--- src/rtl/approx_mult_accumulator.sv ---
// Bias-compensated, saturating frame accumulator for approximate-multiplier
// products. Presents frame sum, beat count and overflow on a valid/ready port.
module approx_mult_accumulator #(
  parameter int          PROD_W = 16,
  parameter int          ACC_W  = 24,
  parameter int          CNT_W  = 8,
  parameter int unsigned BIAS   = 0
) (
  input  logic              clk,
  input  logic              rst,
  input  logic              in_valid,
  output logic              in_ready,
  input  logic [PROD_W-1:0] in_z,
  input  logic              in_last,
  output logic              out_valid,
  input  logic              out_ready,
  output logic [ACC_W-1:0]  out_sum,
  output logic [CNT_W-1:0]  out_count,
  output logic              out_ovf
);

  localparam int               SUM_W   = ACC_W + 1;
  localparam logic [SUM_W-1:0] BIAS_X  = SUM_W'(BIAS);
  localparam logic [ACC_W-1:0] ACC_MAX = {ACC_W{1'b1}};
  localparam logic [CNT_W-1:0] CNT_MAX = {CNT_W{1'b1}};

  typedef enum logic {
    S_ACC  = 1'b0,
    S_HOLD = 1'b1
  } state_t;

  state_t           state_q;
  logic [ACC_W-1:0] acc_q;
  logic [CNT_W-1:0] cnt_q;
  logic             ovf_q;
  logic [ACC_W-1:0] sum_q;
  logic [CNT_W-1:0] count_q;
  logic             out_ovf_q;

  logic [SUM_W-1:0] sum_wide;
  logic             sat_ovf;
  logic [ACC_W-1:0] sum_d;
  logic [CNT_W-1:0] cnt_d;
  logic             beat;

  // One extra bit of headroom is enough to detect that the running sum
  // crossed the accumulator range on this beat.
  always_comb begin
    sum_wide = {1'b0, acc_q} + SUM_W'(in_z) + BIAS_X;
    sat_ovf  = (sum_wide > {1'b0, ACC_MAX});
    sum_d    = sat_ovf ? ACC_MAX : sum_wide[ACC_W-1:0];
    cnt_d    = (cnt_q == CNT_MAX) ? cnt_q : cnt_q + 1'b1;
    beat     = in_valid && (state_q == S_ACC);
  end

  always_ff @(posedge clk or posedge rst) begin
    if (rst) begin
      state_q   <= S_ACC;
      acc_q     <= '0;
      cnt_q     <= '0;
      ovf_q     <= 1'b0;
      sum_q     <= '0;
      count_q   <= '0;
      out_ovf_q <= 1'b0;
    end else begin
      case (state_q)
        S_ACC: begin
          if (beat) begin
            if (in_last) begin
              sum_q     <= sum_d;
              count_q   <= cnt_d;
              out_ovf_q <= ovf_q | sat_ovf;
              acc_q     <= '0;
              cnt_q     <= '0;
              ovf_q     <= 1'b0;
              state_q   <= S_HOLD;
            end else begin
              acc_q <= sum_d;
              cnt_q <= cnt_d;
              ovf_q <= ovf_q | sat_ovf;
            end
          end
        end
        S_HOLD: begin
          // Result registers stay frozen until the consumer takes them.
          if (out_ready) begin
            state_q <= S_ACC;
          end
        end
        default: state_q <= S_ACC;
      endcase
    end
  end

  assign in_ready  = (state_q == S_ACC);
  assign out_valid = (state_q == S_HOLD);
  assign out_sum   = sum_q;
  assign out_count = count_q;
  assign out_ovf   = out_ovf_q;

endmodule

--- config.mk ---
export PLATFORM = sky130hd
export DESIGN_NAME = approx_mult_accumulator
export DESIGN_NICKNAME = d
export VERILOG_FILES = /design/src/rtl/approx_mult_accumulator.sv
export SDC_FILE = /design/constraint.sdc
export NUM_CORES = 1
export LEC_CHECK = 0
export BUFFER_PORTS_ARGS = -buffer_cell sky130_fd_sc_hd__buf_2
export CORE_MARGIN = 10
export CORE_UTILIZATION = 40
export DETAILED_ROUTE_END_ITERATION = 10
export SLEW_MARGIN = 20
export SYNTH_ARGS = -nofsm -noshare
export SYNTH_HDL_FRONTEND = slang
export SYNTH_SLANG_ARGS = --single-unit
--- constraint.sdc ---
create_clock -name clk -period 3.2 [get_ports clk]
set_input_delay 0.96 -clock clk [delete_from_list [all_inputs] [get_ports clk]]
set_output_delay 0.96 -clock clk [all_outputs]
set_load 0.03 [all_outputs]
==> flow_summary.json <==
{
  "vias": 3364,
  "crit_path_max_fanout": 8,
  "cts_hold_buffers": 0,
  "finalHoldViolCount": 0,
  "cts-root-buf": "clkbuf_8",
  "max_freq_mhz": 357,
  "dieArea_um2": 14300,
  "synthTopCellsByArea": "dfrtp_1 (42%), o21ai_0 (6.1%), nand2_1 (5.7%), ha_1 (5.4%), a21oi_1 (5.3%)",
  "fin_worst_skew_ns": 0.00894,
  "grtUsageTotal_pct": 14.4,
  "crit_type": "input pin to register",
  "min_period_ns": 2.80,
  "ys_ff_latch": 67,
  "crit_path_end_kind": "register",
  "clk_pin_slew_ns": 0.08,
  "worstSetupStartpointType": "input pin",
  "post_synth.cell_area_avg_um2": 9.16,
  "clock-sinks": 67,
  "routed_wl_um": 10000,
  "gp_congestion": 0.923,
  "clockBufferDepth": 2,
  "final_antenna_net_count": 0,
  "async_flop_share_pct": 100,
  "grt_overflow_total": 0,
  "synth-main-ff-cell": "dfrtp_1",
  "ir_drop_uv": 422,
  "synth_cell_types": 62,
  "synth_top_cell_area_share_pct": 42.4,
  "yosys-top-cells-count": "dfrtp_1 (67), nand2_1 (60), o21ai_0 (48)",
  "synth.cell_area_um2": 3950,
  "syn-num-nets": 470,
  "worst_pin_slew_ns": 0.879,
  "die_y_um": 119,
  "place_hpwl_um": 7350,
  "drc_errors": 0,
  "min_period_over_period_pct": 87.6,
  "grt_max_degree": 44,
  "antenna_found_initial": 0,
  "setup_viol": 0,
  "drv_slew": 0,
  "relSlewSlack_pct": 41.3,
  "whs_ns": 0.475,
  "rows": 36,
  "cts_resized": 0,
  "drtPass1Iterations": 4,
  "ios": 56,
  "rsz0062_at_grt": "false",
  "cp.arrival_ns": 3.06,
  "area_growth_pct": 16.8,
  "status": "complete, no violations",
  "grt_pass1_vias": 3514,
  "cp.buffers_inverters": 2,
  "nets": 523,
  "worst_path_max_delay_cell": "fa_1",
  "synthCells": 431,
  "powerDensity_nw_per_um2": 884,
  "drive_gt1_share_pct": 22.3,
  "yosysTopAreaCell": "dfrtp_1",
  "yosysSeqAreaShare_pct": 42.4,
  "diodes": 0,
  "synth_edf_count": 0,
  "yosys_warnings": 0,
  "post-synth-top-count-cell": "dfrtp_1",
  "hold_class": "register to register",
  "wl_per_cell_um": 16.1,
  "h-tree-depth": 3,
  "cts_buffers": 9,
  "finalSetupTns_ns": 0,
  "drv_cap": 0,
  "cp_slowest_stage_delay_ns": 0.39,
  "cp_data_required_time_ns": 3.46,
  "p_leak_nw": 2.07,
  "io_buffers": 55,
  "start_util_pct": 40.8,
  "grt_pass1_wl_um": 17200,
  "core_um2": 9680,
  "drtIter0Drc": 193,
  "cts_tree": "yes",
  "viasPerCell": 5.41,
  "crit_path_cell_trace": "buf_2 > ha_1 > inv_1 > fa_1 > nand2b_1 > a21oi_2 > o21ai_2 > o31a_1 > o2111a_1 > a211oi_1",
  "die_x_um": 119,
  "cpLargestDelayFamily": "compound AO/OA/AOI/OAI gates",
  "cts_setup_buffers": 0,
  "clk_latency_ns": 0.35
}
## through the flow
stage / util (%) / setup slack [ns] / std cells / instance area, um2 / power (W)
after floorplan: - / 0.243 / 431 / 3950 / 0.00270
after global placement: 45.3 / 0.0999 / 606 / 4390 / 0.00326
after detailed placement: 45.3 / 0.0296 / 606 / 4390 / 0.00329
after CTS: 47.6 / 0.399 / 622 / 4610 / 0.00411
after global routing: 47.6 / 0.215 / 622 / 4610 / 0.00438
final: 47.6 / 0.397 / 622 / 4610 / 0.00407
## cell type report
class | count | area, um2
multi-input combinational | 326 | 2090
clock inverter | 6 | 88.8
inverter | 9 | 33.8
sequential | 67 | 1680
fill | 956 | 5070
clock buffer | 10 | 138
tap | 133 | 166
timing repair buffer | 71 | 420
## placed cells by master (no fill, tap or decap), drive strengths merged, types with 5 or more instances in the layout
master  netlist  layout
a211oi        5       5
a21o          5       5
a21oi        45      45
a31oi        11      11
and2          8       8
and3          8       8
buf          13      71
clkbuf       16      10
dfrtp        67      67
ha           17      17
inv           9       9
nand2        60      60
nand3         9       9
nor2         19      19
o21ai        52      52
o31ai        11      11
xnor2        12      12
xor2          5       5
## routing by layer
metal  routed length (um)  share of wire, %  global-route usage (%)  vias to the layer above
li1                     -                 -                       -                     1678
met4                  133               1.3                    5.20                        0
met1                 4600                46                    18.3                     1596
met2                 4680                47                    23.3                       75
met3                  609               6.1                    3.68                       15
met5                    0                 0                       0                        -
## worst min-delay path, stage by stage, from the launching register on
cell	delay [ns]
dfrtp_1	0.34
nand2_1	0.05
o31ai_1	0.05
## sequential cells by signal, indices dropped and copies added, names as in the netlist
name / count
out_valid: 1
ovf_q: 1
out_count: 8
out_sum: 24
out_ovf: 1
acc_q: 24
cnt_q: 8
## path summary, 6_finish.rpt
path / from / to / slack, ns / depth (start not counted)
setup / recovery: in_z[0] / acc_q[17] / 0.40 / 10
hold / removal: out_sum[20] / out_sum[20] / 0.47 / 2
setup reg to reg: acc_q[0] / acc_q[17] / 0.72 / 9
hold reg to reg: out_sum[20] / out_sum[20] / 0.47 / 2
max in group asynchronous: rst / out_sum[21] / 1.94 / 3
min in group asynchronous: rst / out_sum[5] / 0.64 / 2
## report_power, final
part	switching (W)	internal [W]	leakage [nW]
Sequential	0.000157	0.00108	0.867
Combinational	0.00127	0.000755	1.09
Clock	0.000349	0.000460	0.108
## cells by family after synthesis
group                    after synthesis  share of synthesized area, %
AO/OA/AOI/OAI                        164                          27.5
XOR/XNOR                              17                          3.77
adder cells (fa/ha/maj)               18                          5.89
buffers and inverters                 38                          4.81
flip-flops                            67                          42.4
multiplexers                           3                         0.760
AND/OR/NAND/NOR                      124                          14.8
(Power assumes the default switching activity.)
